==> config.mk <==
export PLATFORM = sky130hd
export DESIGN_NAME = spm_ctrl
export DESIGN_NICKNAME = d
export VERILOG_FILES = /design/src/rtl/spm_pkg.sv /design/src/rtl/spm_deser.sv /design/src/rtl/spm_ctrl.sv
export SDC_FILE = /design/constraint.sdc
export NUM_CORES = 1
export LEC_CHECK = 0
export CELL_PAD_IN_SITES_DETAIL_PLACEMENT = 0
export CELL_PAD_IN_SITES_GLOBAL_PLACEMENT = 1
export CORE_UTILIZATION = 36
export CTS_BUF_LIST = sky130_fd_sc_hd__clkbuf_4
export DETAILED_ROUTE_END_ITERATION = 10
export GPL_TIMING_DRIVEN = 1
export PLACE_DENSITY_LB_ADDON = 0.2
export SYNTH_ARGS = -nofsm -noshare
export SYNTH_HDL_FRONTEND = slang
export SYNTH_HIERARCHICAL = 1
export SYNTH_SLANG_ARGS = --single-unit
==> constraint.sdc <==
create_clock -name clk -period 2.2 [get_ports clk]
set_clock_uncertainty 0.05 [all_clocks]
set_input_delay 0.33 -clock clk [delete_from_list [all_inputs] [get_ports clk]]
set_output_delay 0.33 -clock clk [all_outputs]
set_load 0.005 [all_outputs]
==> src/rtl/spm_pkg.sv <==
// rtl/spm_pkg.sv - shared types and sizing for the serial-parallel multiplier sequencer
package spm_pkg;

  typedef enum logic [1:0] {
    S_IDLE  = 2'd0,
    S_LOAD  = 2'd1,
    S_SHIFT = 2'd2,
    S_DONE  = 2'd3
  } spm_state_t;

  localparam int DEF_WIDTH = 64;
  localparam int DEF_LAT   = 2;

  // Wide enough to hold LAT+2*WIDTH so the SHIFT count never wraps.
  function automatic int cnt_width(input int lat, input int width);
    return $clog2(lat + 2 * width + 1);
  endfunction

endpackage

==> src/rtl/spm_deser.sv <==
// rtl/spm_deser.sv - LSB-first serial-to-parallel product capture register
module spm_deser #(
  parameter int W = 128
) (
  input  logic         clk,
  input  logic         rst,
  input  logic         clr,
  input  logic         en,
  input  logic         bit_in,
  output logic [W-1:0] q
);

  logic [W-1:0] q_q;

  // Bits enter at the top and walk down, so the first captured bit ends in q[0].
  always_ff @(posedge clk or negedge rst) begin
    if (!rst) begin
      q_q <= '0;
    end else if (clr) begin
      q_q <= '0;
    end else if (en) begin
      q_q <= {bit_in, q_q[W-1:1]};
    end
  end

  assign q = q_q;

endmodule

==> src/rtl/spm_ctrl.sv <==
// rtl/spm_ctrl.sv - sequencer: operand handshake, load/shift control, product return
import spm_pkg::*;

module spm_ctrl #(
  parameter int WIDTH = DEF_WIDTH,
  parameter int LAT   = DEF_LAT
) (
  input  logic               clk,
  input  logic               rst,
  input  logic               in_valid,
  output logic               in_ready,
  input  logic [WIDTH-1:0]   in_x,
  input  logic [WIDTH-1:0]   in_y,
  input  logic               abort,
  output logic [WIDTH-1:0]   spm_x,
  output logic [WIDTH-1:0]   spm_y,
  output logic               spm_ld,
  input  logic               spm_p,
  output logic               out_valid,
  input  logic               out_ready,
  output logic [2*WIDTH-1:0] out_p,
  output logic               busy
);

  localparam int            CW     = cnt_width(LAT, WIDTH);
  localparam logic [CW-1:0] LAT_C  = CW'(LAT);
  localparam logic [CW-1:0] LAST_C = CW'(LAT + 2 * WIDTH - 1);

  spm_state_t       state_q;
  logic [CW-1:0]    cnt_q;
  logic [WIDTH-1:0] spm_x_q;
  logic [WIDTH-1:0] spm_y_q;
  logic             spm_ld_q;
  logic             out_valid_q;

  logic accept;
  logic abort_act;
  logic cap_clr;
  logic cap_en;

  assign accept    = in_valid && (state_q == S_IDLE);
  assign abort_act = abort && (state_q != S_IDLE);
  assign cap_clr   = accept || abort_act;
  // The first LAT shift cycles carry array pipeline fill, not product bits.
  assign cap_en    = (state_q == S_SHIFT) && (cnt_q >= LAT_C);

  always_ff @(posedge clk or negedge rst) begin
    if (!rst) begin
      state_q     <= S_IDLE;
      cnt_q       <= '0;
      spm_x_q     <= '0;
      spm_y_q     <= '0;
      spm_ld_q    <= 1'b0;
      out_valid_q <= 1'b0;
    end else if (abort_act) begin
      state_q     <= S_IDLE;
      cnt_q       <= '0;
      spm_ld_q    <= 1'b0;
      out_valid_q <= 1'b0;
    end else begin
      case (state_q)
        S_IDLE: begin
          if (in_valid) begin
            spm_x_q  <= in_x;
            spm_y_q  <= in_y;
            spm_ld_q <= 1'b1;
            state_q  <= S_LOAD;
          end
        end
        S_LOAD: begin
          spm_ld_q <= 1'b0;
          cnt_q    <= '0;
          state_q  <= S_SHIFT;
        end
        S_SHIFT: begin
          cnt_q <= cnt_q + CW'(1);
          if (cnt_q == LAST_C) begin
            state_q     <= S_DONE;
            out_valid_q <= 1'b1;
          end
        end
        S_DONE: begin
          if (out_ready) begin
            state_q     <= S_IDLE;
            out_valid_q <= 1'b0;
          end
        end
        default: state_q <= S_IDLE;
      endcase
    end
  end

  spm_deser #(
    .W(2 * WIDTH)
  ) u_deser (
    .clk   (clk),
    .rst   (rst),
    .clr   (cap_clr),
    .en    (cap_en),
    .bit_in(spm_p),
    .q     (out_p)
  );

  assign in_ready  = (state_q == S_IDLE);
  assign busy      = (state_q != S_IDLE);
  assign spm_x     = spm_x_q;
  assign spm_y     = spm_y_q;
  assign spm_ld    = spm_ld_q;
  assign out_valid = out_valid_q;

endmodule

==> reports/results.tsv, run 1 <==
stage	metric	value	unit
place	worst slack, placed	0.138	ns
sta	Final Hold Fails	0	
synth	part of the Yosys area used for sequential elements	61.9	%
detailed_routing	overall routed net length	30500	microns
power	Max VDD drop	0.000678	V
sta	Worst Tran Pin Value	0.640	ns
floorplan	core region area	29600	sq um
finish	filler-free cell count of the finished design	1688	
sta	final setup margin	0.111	ns
sta	RSZ-0062 raised after global routing	false	
sta	Tcrit/Tclk final	95.0	%
power	Cell Pwr Density	1100	nW/um^2
grt	GRT Total Usage	20.0	%
worst_setup_path	Crit Path Class	register to register	
place	detailed placement HPWL	21800	microns
power	Leak	0.00687	uW
finish	Synth-to-Final Area Change	51.5	%
outcome	status	finished, final reports clean	
worst_setup_path	crit path DAT	2.54	ns
synth	mux cell area share after synthesis	25.2	%
sta	Slew Viols, Final	0	
clocking	Bufs on Longest Clock Path	3	
clocking	clock tree from TritonCTS	done	
detailed_routing	drt drc	0	
detailed_routing	DR iter-0 viols	316	
worst_setup_path	Crit Reg-Reg Endpoint	u_deser/q[120]	
finish	Final nets	1384	
run	max_cap viols	0	
synth	Adder-Cell Fraction of Synth Area	0.809	%
place	IO buf count	393	
detailed_routing	vias per cell	4.66	
finish	layout cells sized above 1	22.4	%
sta	fmax	479	MHz
sta	Tmin final	2.09	ns
worst_setup_path	Worst R2R Path Depth	6	
floorplan	Die Area	30800	sq um
synth	Synth Area in Compound Gates	1.62	%
clocking	clock-pin slew on the worst setup and hold paths	0.06	ns
sta	Rel. slew slack	57.2	%
synth	Synth Area in XOR/XNOR	0	%
floorplan	Initial Util	36.5	%
synth	flops & latches, synth	268	
clocking	CTS Root Buffer Type	clkbuf_4	
synth	Post-synth EDFFs	0	
worst_setup_path	Worst EP required	2.65	ns
floorplan	I/O pin count	394	
detailed_routing	routed length per instance	18.1	microns
worst_setup_path	CP endpoint kind	register	
synth	Async SR Flop Fraction	100	%
clocking	H-tree levels	3	
finish	FILL cells	2603	
synth	combinational family with the most area after synthesis	multiplexers	
synth	Yosys top cell area share	61.9	%
synth	syn_nets	917	
finish	most common cell after layout, fill and taps aside	clkdlybuf4s50_1	
clocking	clk_lat worst skew	0.64	ns
clocking	total CTS buffers	74	
grt	largest net degree at the start of global routing	65	
synth	synthesized cell area	10800	sq um
detailed_routing	DR pass1 iterations	4	
floorplan	# rows	63	
synth	Post-Syn Area per Cell	14.0	sq um
grt	total congestion overflow	0	
synth	Yosys cell types	36	
place	cell count after placement	1554	
synth	Post-Syn Instances	776	
synth	most area-consuming cells after synthesis	dfrtp_1 (62%), mux2_2 (12%), mux2i_1 (12%)	
sta	final setup TNS	0	ns
grt	first-pass GRT wire length	47600	microns
synth	Synth Flop Type	dfrtp_1	
synth	Post-Synth Simple-Gate Area	6.47	%
finish	commonest non-fill, non-tap cells in the layout	clkdlybuf4s50_1 (390), dfrtp_1 (268), nor2_1 (135), mux2i_1 (129)	
synth	Synth area leader	dfrtp_1	
sta	Final Setup Violations	0	
floorplan	Die Wd	175	microns
place	gpl congestion	0.806	
worst_setup_path	worst reg2reg setup slack	0.11	ns
detailed_routing	Post-DRT Antenna Nets	0	
grt	vias in the first global route	8416	
floorplan	die height	175	microns
worst_setup_path	RR Startpoint	cnt_q[3]	
detailed_routing	detailed-route via count	7872	
worst_setup_path	worst-path fanout max	22	
clocking	clk sinks	268	
worst_hold_path	Hold Path Class	primary input to async pin	
worst_setup_path	Worst Setup Start Kind	register	
grt	initial antenna violation count	2	
synth	Synth warnings	6	
## registers in the layout, indices dropped and copies added (netlist names)
register,cells
out_valid,1
spm_x,64
state_q,2
u_deser/q,128
spm_ld,1
spm_y,64
cnt_q,8
## where the power goes
| group | switching [uW] | internal [uW] | leakage, uW |
|---|---|---|---|
| combinational | 2510 | 3990 | 0.00283 |
| clock | 2110 | 2630 | 0.000587 |
| sequential | 661 | 6190 | 0.00345 |
| total | 5280 | 12800 | 0.00687 |
## area by class of cell
| cell class | instances | area (sq um) | share of cell area (%) |
|---|---|---|---|
| Antenna cell | 1 | 2.50 | 0.0152 |
| Clock buffer | 116 | 871 | 5.31 |
| Clock inverter | 14 | 119 | 0.724 |
| Inverter | 7 | 28.8 | 0.175 |
| Multi-Input combinational cell | 458 | 3740 | 22.8 |
| Sequential cell | 268 | 6710 | 40.9 |
| Tap cell | 390 | 488 | 2.97 |
| Timing Repair Buffer | 434 | 4460 | 27.2 |
## cell usage after synthesis, types with 2 or more instances
cell / number
dfrtp_1: 268
nor2_1: 136
mux2i_1: 129
mux2_2: 116
buf_2: 15
buf_12: 13
clkbuf_1: 13
mux2_1: 12
o21ai_0: 10
nand2_1: 8
nor3_1: 8
ha_1: 7
inv_1: 6
a22o_1: 4
nor2b_1: 4
nand2b_1: 3
nand3_1: 3
a21oi_1: 2
o31ai_1: 2
## kinds of logic (layout without fill, tap and decap cells)
kind of cell               after synthesis  count (layout)
AOI/OAI and AO/OA                       26              26
adders and majority gates                7               7
buffers and inverters                   50             571
DFF                                    268             268
muxes                                  257             257
other                                    0               1
and+or+nand+nor                        168             168
## critical path, stage by stage, from the launching register on
cell     delay [ns]
dfrtp_1        0.44
or4_4          0.56
nor2_1         0.18
a21oi_4        0.20
buf_12         0.24
mux2i_1        0.20
nor2_1         0.06
## worst max-delay path by stage
stage | startpoint | end | cells past startpoint
after CTS | u_deser/q[119] | out_p[119] | 1
after global routing | cnt_q[3] | u_deser/q[120] | 6
after detailed placement | cnt_q[3] | u_deser/q[95] | 6
after floorplan | state_q[0] | spm_x[37] | 7
after global placement | cnt_q[3] | u_deser/q[96] | 6
final | cnt_q[3] | u_deser/q[120] | 6
## stage by stage
stage | util, % | hold WS [ns] | total power (uW) | cell area [sq um]
2_1_floorplan | - | -0.0156 | 9350 | 10800
3_3_place_gp | 51.8 | 0.258 | 13400 | 15400
3_5_place_dp | 51.8 | 0.258 | 13400 | 15400
4_1_cts | 55.3 | 0.134 | 18400 | 16400
5_1_grt | 55.4 | 0.116 | 19100 | 16400
6_report | 55.4 | 0.142 | 18100 | 16400
## timing repair
item / in CTS / in global routing
setup endpoints to repair: 2 / 1
gates cloned: 0 / 1
hold buffers: 1 / 0
hold endpoints to repair: 207 / 0
gates resized for setup: 7 / 1
setup buffers: 1 / 0
pin swaps: 1 / 0
## layer usage
metal  vias up  GRT usage, %  share of wire, %
met2       300          30.9                47
li1       3637             -                 -
met3        59          8.40               9.8
met1      3876          24.9                41
met4         0          7.54               2.7
met5         -             0                 0
Power figures use the tool's default switching activity.
==> run 2: changes to the inputs <==
--- a/config.mk
+++ b/config.mk
@@ -12,6 +12,7 @@
 export DETAILED_ROUTE_END_ITERATION = 10
 export GPL_TIMING_DRIVEN = 1
 export PLACE_DENSITY_LB_ADDON = 0.2
+export SLEW_MARGIN = 20
 export SYNTH_ARGS = -nofsm -noshare
 export SYNTH_HDL_FRONTEND = slang
 export SYNTH_HIERARCHICAL = 1
==> results of run 2 <==
No change in the layout: final DEF, timing and power equal those of run 1.
==> run 3: changes to the inputs <==
--- a/config.mk
+++ b/config.mk
@@ -9,6 +9,7 @@
 export CELL_PAD_IN_SITES_GLOBAL_PLACEMENT = 1
 export CORE_UTILIZATION = 36
 export CTS_BUF_LIST = sky130_fd_sc_hd__clkbuf_4
+export CTS_CLUSTER_DIAMETER = 50
 export DETAILED_ROUTE_END_ITERATION = 10
 export GPL_TIMING_DRIVEN = 1
 export PLACE_DENSITY_LB_ADDON = 0.2
==> results of run 3 <==
No change in the layout: final DEF, timing and power equal those of run 1.
